==> src/rtl/intc_pkg.sv <==
// ---------------------------------------------------------------------------
// intc_pkg
// Shared definitions for the interrupt controller, the CPU-side interrupt
// sequencer and the core: default widths, MMIO register offsets, STATUS
// field positions and the sequencer state encoding (visible in STATUS).
// ---------------------------------------------------------------------------
package intc_pkg;

    localparam int          ADDR_W_DEF    = 32;
    localparam int          NUM_SRC_DEF   = 4;
    localparam logic [31:0] MMIO_BASE_DEF = 32'h0000_0900;

    // Word register offsets from the MMIO base.
    localparam logic [3:0] OFF_CTRL   = 4'h0;
    localparam logic [3:0] OFF_MASK   = 4'h4;
    localparam logic [3:0] OFF_STATUS = 4'h8;
    localparam logic [3:0] OFF_EPC    = 4'hC;

    // STATUS layout: {.., active_src at [5:4], state at [3:1], in_isr at [0]}.
    localparam int STATUS_IN_ISR_BIT = 0;
    localparam int STATUS_STATE_LSB  = 1;
    localparam int STATUS_STATE_W    = 3;
    localparam int STATUS_SRC_LSB    = 4;

    // Encoding is software-visible through STATUS, so values are pinned.
    typedef enum logic [2:0] {
        ST_IDLE   = 3'd0,
        ST_WAIT   = 3'd1,
        ST_ACK    = 3'd2,
        ST_VECTOR = 3'd3,
        ST_IN_ISR = 3'd4,
        ST_RETURN = 3'd5
    } seq_state_e;

endpackage

==> src/rtl/intc_seq_regs.sv <==
// ---------------------------------------------------------------------------
// intc_seq_regs
// MMIO register block of the interrupt sequencer: address decode, the
// CTRL (global enable) and MASK (per-source mask) registers, and the
// combinational read mux over CTRL / MASK / STATUS / EPC.
//
// Ports
//   clk, rst       clock, asynchronous active-high reset
//   input_addr     MMIO address
//   write_data     MMIO write data
//   write_enable   MMIO write strobe
//   status_in      packed STATUS word from the sequencer (read-only)
//   epc_in         saved return PC from the sequencer (read-only)
//   ctrl_en        CTRL[0], global interrupt enable
//   mask           per-source mask, 1 = masked
//   read_data      read data for input_addr, 0 when unmapped
// ---------------------------------------------------------------------------
module intc_seq_regs
    import intc_pkg::*;
#(
    parameter int                ADDR_W    = ADDR_W_DEF,
    parameter int                NUM_SRC   = NUM_SRC_DEF,
    parameter logic [ADDR_W-1:0] MMIO_BASE = ADDR_W'(MMIO_BASE_DEF)
) (
    input  logic               clk,
    input  logic               rst,
    input  logic [ADDR_W-1:0]  input_addr,
    input  logic [ADDR_W-1:0]  write_data,
    input  logic               write_enable,
    input  logic [ADDR_W-1:0]  status_in,
    input  logic [ADDR_W-1:0]  epc_in,
    output logic               ctrl_en,
    output logic [NUM_SRC-1:0] mask,
    output logic [ADDR_W-1:0]  read_data
);

    localparam logic [ADDR_W-1:0] A_CTRL   = MMIO_BASE + ADDR_W'(OFF_CTRL);
    localparam logic [ADDR_W-1:0] A_MASK   = MMIO_BASE + ADDR_W'(OFF_MASK);
    localparam logic [ADDR_W-1:0] A_STATUS = MMIO_BASE + ADDR_W'(OFF_STATUS);
    localparam logic [ADDR_W-1:0] A_EPC    = MMIO_BASE + ADDR_W'(OFF_EPC);

    logic               ctrl_en_q, ctrl_en_d;
    logic [NUM_SRC-1:0] mask_q, mask_d;

    // Upper write-data bits have no storage behind them.
    logic unused_wdata;
    assign unused_wdata = &{1'b0, write_data[ADDR_W-1:NUM_SRC]};

    // STATUS and EPC decode to nothing on the write side: writes are dropped.
    always_comb begin
        // NOTE: every always_comb output gets a default first; a path that
        // leaves one unassigned would infer a latch.
        ctrl_en_d = ctrl_en_q;
        mask_d    = mask_q;
        if (write_enable) begin
            if (input_addr == A_CTRL) begin
                ctrl_en_d = write_data[0];
            end
            if (input_addr == A_MASK) begin
                mask_d = write_data[NUM_SRC-1:0];
            end
        end
    end

    always_ff @(posedge clk or posedge rst) begin
        // NOTE: state registers use non-blocking assignments so every flop
        // samples pre-edge values regardless of block ordering.
        if (rst) begin
            ctrl_en_q <= 1'b0;
            mask_q    <= '1;     // every source masked out of reset
        end else begin
            ctrl_en_q <= ctrl_en_d;
            mask_q    <= mask_d;
        end
    end

    always_comb begin
        read_data = '0;
        if (input_addr == A_CTRL) begin
            read_data = ADDR_W'(ctrl_en_q);
        end else if (input_addr == A_MASK) begin
            read_data = ADDR_W'(mask_q);
        end else if (input_addr == A_STATUS) begin
            read_data = status_in;
        end else if (input_addr == A_EPC) begin
            read_data = epc_in;
        end
    end

    assign ctrl_en = ctrl_en_q;
    assign mask    = mask_q;

endmodule

==> src/rtl/intc_sequencer.sv <==
// ---------------------------------------------------------------------------
// intc_sequencer
// CPU-side interrupt entry/exit controller between intc and the core's PC
// logic. Gates the intc IRQ with the global enable and per-source mask,
// waits for an instruction boundary, saves the return PC in EPC, pulses
// IACK, redirects the PC to the ISR vector, blocks nesting until RETI and
// then redirects the PC back to EPC.
//
// Ports
//   clk, rst         clock, asynchronous active-high reset
//   irq              level IRQ from intc
//   priority_select  winning source index from intc
//   isr_addr         vector of the winning source
//   iack             one-cycle acknowledge pulse to intc
//   instr_boundary   core retires an instruction this cycle
//   pc_next          PC of the next instruction (becomes EPC)
//   reti             core executes return-from-interrupt
//   pc_load          force PC := pc_target next cycle
//   pc_target        redirect target (vector or EPC)
//   in_isr           handler active, nesting blocked
//   input_addr, write_data, write_enable, read_data   MMIO port
// ---------------------------------------------------------------------------
module intc_sequencer
    import intc_pkg::*;
#(
    parameter int                ADDR_W    = ADDR_W_DEF,
    parameter int                NUM_SRC   = NUM_SRC_DEF,
    parameter logic [ADDR_W-1:0] MMIO_BASE = ADDR_W'(MMIO_BASE_DEF),
    localparam int               SRC_W     = $clog2(NUM_SRC)
) (
    input  logic              clk,
    input  logic              rst,
    input  logic              irq,
    input  logic [SRC_W-1:0]  priority_select,
    input  logic [ADDR_W-1:0] isr_addr,
    output logic              iack,
    input  logic              instr_boundary,
    input  logic [ADDR_W-1:0] pc_next,
    input  logic              reti,
    output logic              pc_load,
    output logic [ADDR_W-1:0] pc_target,
    output logic              in_isr,
    input  logic [ADDR_W-1:0] input_addr,
    input  logic [ADDR_W-1:0] write_data,
    input  logic              write_enable,
    output logic [ADDR_W-1:0] read_data
);

    seq_state_e        state_q, state_d;
    logic [ADDR_W-1:0] epc_q, epc_d;
    logic [ADDR_W-1:0] vec_q, vec_d;
    logic [SRC_W-1:0]  active_src_q, active_src_d;
    logic              in_isr_q, in_isr_d;

    logic               ctrl_en;
    logic [NUM_SRC-1:0] mask;
    logic               take;
    logic [ADDR_W-1:0]  status;

    intc_seq_regs #(
        .ADDR_W    (ADDR_W),
        .NUM_SRC   (NUM_SRC),
        .MMIO_BASE (MMIO_BASE)
    ) u_regs (
        .clk          (clk),
        .rst          (rst),
        .input_addr   (input_addr),
        .write_data   (write_data),
        .write_enable (write_enable),
        .status_in    (status),
        .epc_in       (epc_q),
        .ctrl_en      (ctrl_en),
        .mask         (mask),
        .read_data    (read_data)
    );

    assign take = irq & ctrl_en & ~mask[priority_select];

    always_comb begin
        state_d      = state_q;
        epc_d        = epc_q;
        vec_d        = vec_q;
        active_src_d = active_src_q;
        in_isr_d     = in_isr_q;
        unique case (state_q)
            ST_IDLE: begin
                if (take) state_d = ST_WAIT;
            end
            ST_WAIT: begin
                if (!take) begin
                    state_d = ST_IDLE;
                end else if (instr_boundary) begin
                    // Source, vector and return PC are frozen on this edge;
                    // later priority changes cannot retarget the entry.
                    state_d      = ST_ACK;
                    epc_d        = pc_next;
                    active_src_d = priority_select;
                    vec_d        = isr_addr;
                end
            end
            ST_ACK: begin
                state_d = ST_VECTOR;
            end
            ST_VECTOR: begin
                state_d  = ST_IN_ISR;
                in_isr_d = 1'b1;
            end
            ST_IN_ISR: begin
                // irq is ignored here; a pending source is re-evaluated from
                // IDLE after RETURN, giving at least one idle cycle.
                if (reti) state_d = ST_RETURN;
            end
            ST_RETURN: begin
                state_d  = ST_IDLE;
                in_isr_d = 1'b0;
            end
            default: begin
                state_d = ST_IDLE;
            end
        endcase
    end

    always_ff @(posedge clk or posedge rst) begin
        if (rst) begin
            state_q      <= ST_IDLE;
            epc_q        <= '0;
            vec_q        <= '0;
            active_src_q <= '0;
            in_isr_q     <= 1'b0;
        end else begin
            state_q      <= state_d;
            epc_q        <= epc_d;
            vec_q        <= vec_d;
            active_src_q <= active_src_d;
            in_isr_q     <= in_isr_d;
        end
    end

    // Moore outputs: decoded from registered state only, so an async reset
    // drops iack/pc_load in the same cycle.
    always_comb begin
        iack      = (state_q == ST_ACK);
        pc_load   = (state_q == ST_VECTOR) || (state_q == ST_RETURN);
        pc_target = '0;
        if (state_q == ST_VECTOR) begin
            pc_target = vec_q;
        end else if (state_q == ST_RETURN) begin
            pc_target = epc_q;
        end
    end

    assign in_isr = in_isr_q;

    always_comb begin
        status = '0;
        status[STATUS_IN_ISR_BIT]                       = in_isr_q;
        status[STATUS_STATE_LSB +: STATUS_STATE_W]      = state_q;
        status[STATUS_SRC_LSB +: SRC_W]                 = active_src_q;
    end

endmodule
==> config.mk <==
export PLATFORM = sky130hd
export DESIGN_NAME = intc_sequencer
export DESIGN_NICKNAME = d
export VERILOG_FILES = /design/src/rtl/intc_pkg.sv /design/src/rtl/intc_seq_regs.sv /design/src/rtl/intc_sequencer.sv
export SDC_FILE = /design/constraint.sdc
export NUM_CORES = 1
export LEC_CHECK = 0
export BUFFER_PORTS_ARGS = -buffer_cell sky130_fd_sc_hd__buf_2
export CORE_MARGIN = 2
export CORE_UTILIZATION = 40
export DETAILED_ROUTE_END_ITERATION = 12
export PLACE_DENSITY = 0.81
export SLEW_MARGIN = 10
export SYNTH_ARGS = -nofsm -noshare
export SYNTH_HDL_FRONTEND = slang
export SYNTH_HIERARCHICAL = 1
export SYNTH_SLANG_ARGS = --single-unit
==> constraint.sdc <==
create_clock -name clk -period 2.9 [get_ports clk]
set_clock_uncertainty 0.15 [all_clocks]
set_input_delay 0.58 -clock clk [delete_from_list [all_inputs] [get_ports clk]]
set_output_delay 0.58 -clock clk [all_outputs]
set_load 0.005 [all_outputs]
# Word level (Yosys, flattened, before mapping)
# Cells that the tools add are included.
totals:
  inputBits: 136
  elab_cells: 44
  register_bits: 75
  out_inout_bits: 67
op_classes:
  reduce_logical: 7
  mux: 14
  n_lt_le_gt_ge: 1
  eq_ne: 12
  bitwise: 3
op_table:
  columns: ["op", "count"]
  rows:
  - ["32-bit two-way mux", 6]
  - ["32-bit by 12-bit equality test with 1-bit output (second input constant)", 4]
  - ["3-bit case mux with 5 select lines", 1]
  - ["3-bit two-way mux", 4]
  - ["3-bit by 2-bit equality test with 1-bit output (second input constant)", 2]
  - ["3-bit equality test (second input constant)", 2]
  - ["3-bit AND reduction", 2]
  - ["2-bit != test (second input constant)", 2]
  - ["2-bit AND reduction", 2]
  - ["3-bit by 1-bit equality test with 1-bit output (second input constant)", 1]
  - ["3-bit zero test", 1]
  - ["2-bit by 3-bit less-than comparator with 1-bit output (second input constant)", 1]
  - ["3-bit != test (second input constant)", 1]
  - ["1-bit bitwise AND", 2]
  - ["1-bit binary-select mux with 2-bit select", 1]
  - ["1-bit case mux with 2 select lines", 1]
  - ["2-bit nonzero test", 1]
  - ["1-bit logical OR", 1]
  - ["1-bit two-way mux", 1]
  - ["1-bit NOT", 1]

# Longest topological paths before layout
depth:
  depth_word: 6
  depth_mapped: 6
  mapped_depth_nobuf: 4

# Hierarchy
# Netlist, hierarchy kept.
modules_own_cells:
  columns: ["module", "area_per_inst_um2", "seq_area_each_um2", "n_inst", "cells_per_inst"]
  rows:
  - ["intc_sequencer", 2999.1, 1751.7, 1, 202]
  - ["intc_seq_regs", 962.2, 130.1, 1, 104]

# Worst setup path before layout
# No wires, ideal clock.
synth_timing:
  kind: "input to output"
  start: "in input_addr[13]"
  end: "out read_data[10]"
  n_path_buf: 2
  arrival_time_ns: 1.819
  setup_slack_ns: 0.351
  stages: 6
  cell_sequence: "nor4b_2 -> nand4_2 -> or3_1 -> buf_6 -> buf_12 -> nor2_4"
synth_via:
  elab_chain_len: 5
  elab_cells_between_ends: 8
  classes_between: "eq/ne (4); mux (4)"
synth_lines:
  columns: ["element", "line_no", "rtl"]
  rows:
  - ["start, declared", "intc_sequencer.sv:43", "input logic [ADDR_W-1:0] input_addr,"]
  - ["32-bit by 12-bit equality test with 1-bit output", "intc_seq_regs.sv:85", "end else if (input_addr == A_EPC) begin"]
  - ["32-bit two-way mux", "intc_seq_regs.sv:85", null]
  - ["32-bit two-way mux", "intc_seq_regs.sv:83", "end else if (input_addr == A_STATUS) begin"]
  - ["32-bit two-way mux", "intc_seq_regs.sv:81", "end else if (input_addr == A_MASK) begin"]
  - ["32-bit two-way mux (*)", "intc_seq_regs.sv:79", "if (input_addr == A_CTRL) begin"]
  - ["end, declared", "intc_sequencer.sv:46", "output logic [ADDR_W-1:0] read_data"]
# Every way passes the cells marked *; elsewhere a longest branch is shown, timed or not.

# Worst setup path after layout
layout_timing:
  start: "in input_addr[13]"
  end: "out read_data[17]"
# The elaborated chain is that of the path after synthesis.

==> flow_summary.toml <==
[global_route]
grt_start_max_net_pins = 47
wire_length_of_the_first_global_routing_pass_microns = 16400
first_global_vias = 3328
grt.total_usage = 0.188
grt_overflow = 0
grt_antenna_before_repair = 0

[setup_path]
path_depth = 7
crit_buf_inv = 3
worst_setup_path_endpoint = "read_data[17]"
reg2reg_from = "state_q[2]"
crit_top_cell = "buf_2"
startpoint_type = "input port"
worst-setup-path-type = "in -> out"
cp.required_ns = 2.17
reg2reg_setup_slack_ns = 0.72
worst_r2r_path_depth = 4
crit-reg2reg-capture = "epc_q[22]"
cpMaxStageDelayCell = "or3_4"
crit_path_cell_trace = "buf_2 > nor4b_2 > nand4_2 > or3_4 > buf_12 > nor2_1 > buf_2"
cp.arrival_ns = 2.00
worst_path_largest_cell_delay_ns = 0.42
critical_path.startpoint = "input_addr[13]"
critical_path_peak_fanout = 15
path_delay_family = "simple AND/OR/NAND/NOR gates"
endpoint_kind = "primary output"

[sta]
fin_crit_sh = 0.940
slew_viol_final = 0
hold-worst-slack_ns = 0.0160
rsz0062_at_grt = "no"
final_critical_path_setup_slack_ns = 0.173
max_clock_freq_mhz = 367
post_route_setup_tns_ns = 0
min_period_ns = 2.73
timing_hold_violations_final = 0
final-setup-viol-count = 0

[placed_design]
detailed_place.area_sq_um = 5090
io_buffers = 174
place_ws_ns = 0.0109
dp_hpwl_microns = 7650
finalWeightedCongestion = 0.782

[finish]
area_growth_syn_to_layout_pct = 34.7
layout.cell_area.non_filler_sq_um = 5340
mostFrequentLayoutCell = "buf_2"
fill_cells = 868
antenna-diode-count = 0
total_area_of_multi_input_combinational_cells_sq_um = 2030
final_net_count = 644
final_cell_mix = "buf_2, dfrtp_1, mux2_2"
final_cell_utilization_of_the_core = 0.551
post_route_cells_drive_above_1_share = 0.542
sequential_cell_area_sq_um = 1880

[die]
floorplan.die.height_microns = 104
number_of_placement_rows = 36
start_util = 0.409
design.portCount = 203
floorplan.die.width_microns = 104
die-area_sq_um = 10700
design.core.area_sq_um = 9680

[clocking]
cts.clk_slew.worst_paths_ns = 0.07
tritoncts_num_sinks = 75
cts_hold_buffers = 0
tritoncts = "built"
worstSkewPairLatency_ns = 0.33
number_of_buffers_between_clock_root_and_the_deepest_sink = 2
clk_root_buffer_cell = "clkbuf_8"
cts_max_level = 3
numCtsBuffers = 9

[run_status]
outcome = "finished, final reports clean"

[detailed_routing]
postRouteAntennaNets = 0
routedWlPerCell_microns = 15.7
avg_vias_per_cell = 4.86
num_vias = 3139
first_iter_violations = 88
postRouteWirelength_microns = 10100
route.detailed.drc = 0
drtPass1Iterations = 4

[synth]
postSynthAreaPerCell_sq_um = 12.9
synth_ff_type = "dfrtp_1"
sequential_element_share_of_the_synthesized_area = 0.475
number_of_synthesis_warnings = 6
async_flop_share = 1.00
postSynthCellCount = 306
post-synth-top-area-fraction = 0.449
synth_enable_flop_cells = 0
synth_cell_type_count = 35
ys_ff_latch = 75
mappedNetlistArea_sq_um = 3960
netlist.top_cell.by_area = "dfrtp_1"
post_synth_main_area_contributors = "dfrtp_1, mux2_2, mux2_1"

[pwr]
power_leakage_nw = 2.94
power_per_standard_cell_area_nw_per_um2 = 394
peakVddDrop_uv = 228

[run]
maxcap_viol_count = 0

[worst_hold_path]
timing.hold.worst.class = "in -> async"
-- through the flow --
step	std cells	total power, mW
3_5_place_dp	630	1.22
4_1_cts	646	2.13
6_report	646	2.10
5_1_grt	646	2.18
2_1_floorplan	331	1.13
3_3_place_gp	630	1.21
-- state kept, by name, summed over array words and instances, names as in the netlist --
signal and flops:
vec_q 32, active_src_q 2, u_regs/mask 4, u_regs/ctrl_en 1, state_q 3, in_isr 1
epc_q 32
-- how the worst min path moves through the flow --
stage	from	to	slack (ns)	cells after the start
3_3_place_gp	vec_q[29]	vec_q[29]	0.32	1
3_5_place_dp	vec_q[17]	vec_q[17]	0.33	1
6_report	rst	u_regs/ctrl_en	0.02	2
4_1_cts	rst	u_regs/ctrl_en	0.002	2
5_1_grt	rst	u_regs/ctrl_en	0.02	2
2_1_floorplan	rst	u_regs/ctrl_en	0.21	1
-- power breakdown --
part | internal (mW) | leakage [nW] | switching (mW)
logic | 0.0755 | 1.80 | 0.0744
clock network | 0.531 | 0.113 | 0.377
registers | 1.05 | 1.03 | 0.000000000616
total | 1.65 | 2.94 | 0.452
-- cells in the mapped netlist, types with 2 or more instances --
library cell,n
nor4b_2,2
mux2_2,45
nor2b_1,4
a22oi_1,2
mux2i_1,29
a22o_1,32
inv_1,4
a21oi_1,3
buf_6,5
nor4_1,4
buf_2,6
nand2_1,2
mux2_1,29
dfrtp_1,71
nor2_4,10
nor2_1,24
and2_1,2
mux4_2,2
nor4_2,2
or2_2,3
clkbuf_1,8
dfstp_2,4
-- per-layer routing --
layer	track usage	vias up	wire, microns	part of all wire
met2	0.339	98	5210	0.51
met5	0	-	0	0
met3	0.0390	14	479	0.047
met1	0.228	1534	4280	0.42
li1	-	1493	-	-
met4	0.0550	0	155	0.015
-- repair_timing --
item / CTS / global route
gates resized for setup: 0 / 3
endpoints found under the setup margin: 0 / 26
buffers inserted: 0 / 0
-- final cells by class --
cell class / instances / area share
Tap cell: 133 / 0.0312
Sequential cell: 75 / 0.353
Timing Repair Buffer: 188 / 0.191
Clock inverter: 4 / 0.0136
Clock buffer: 12 / 0.0291
Inverter: 4 / 0.00281
Multi-Input combinational cell: 230 / 0.380
-- kinds of logic after synthesis --
family          after synthesis  share of synthesized area
mux                         105                      0.295
flops                        75                      0.475
simple gates                 60                      0.106
compound gates               39                     0.0818
buf+inv                      26                     0.0411
other cells                   1                   0.000947
Power figures use the tool's default switching activity.
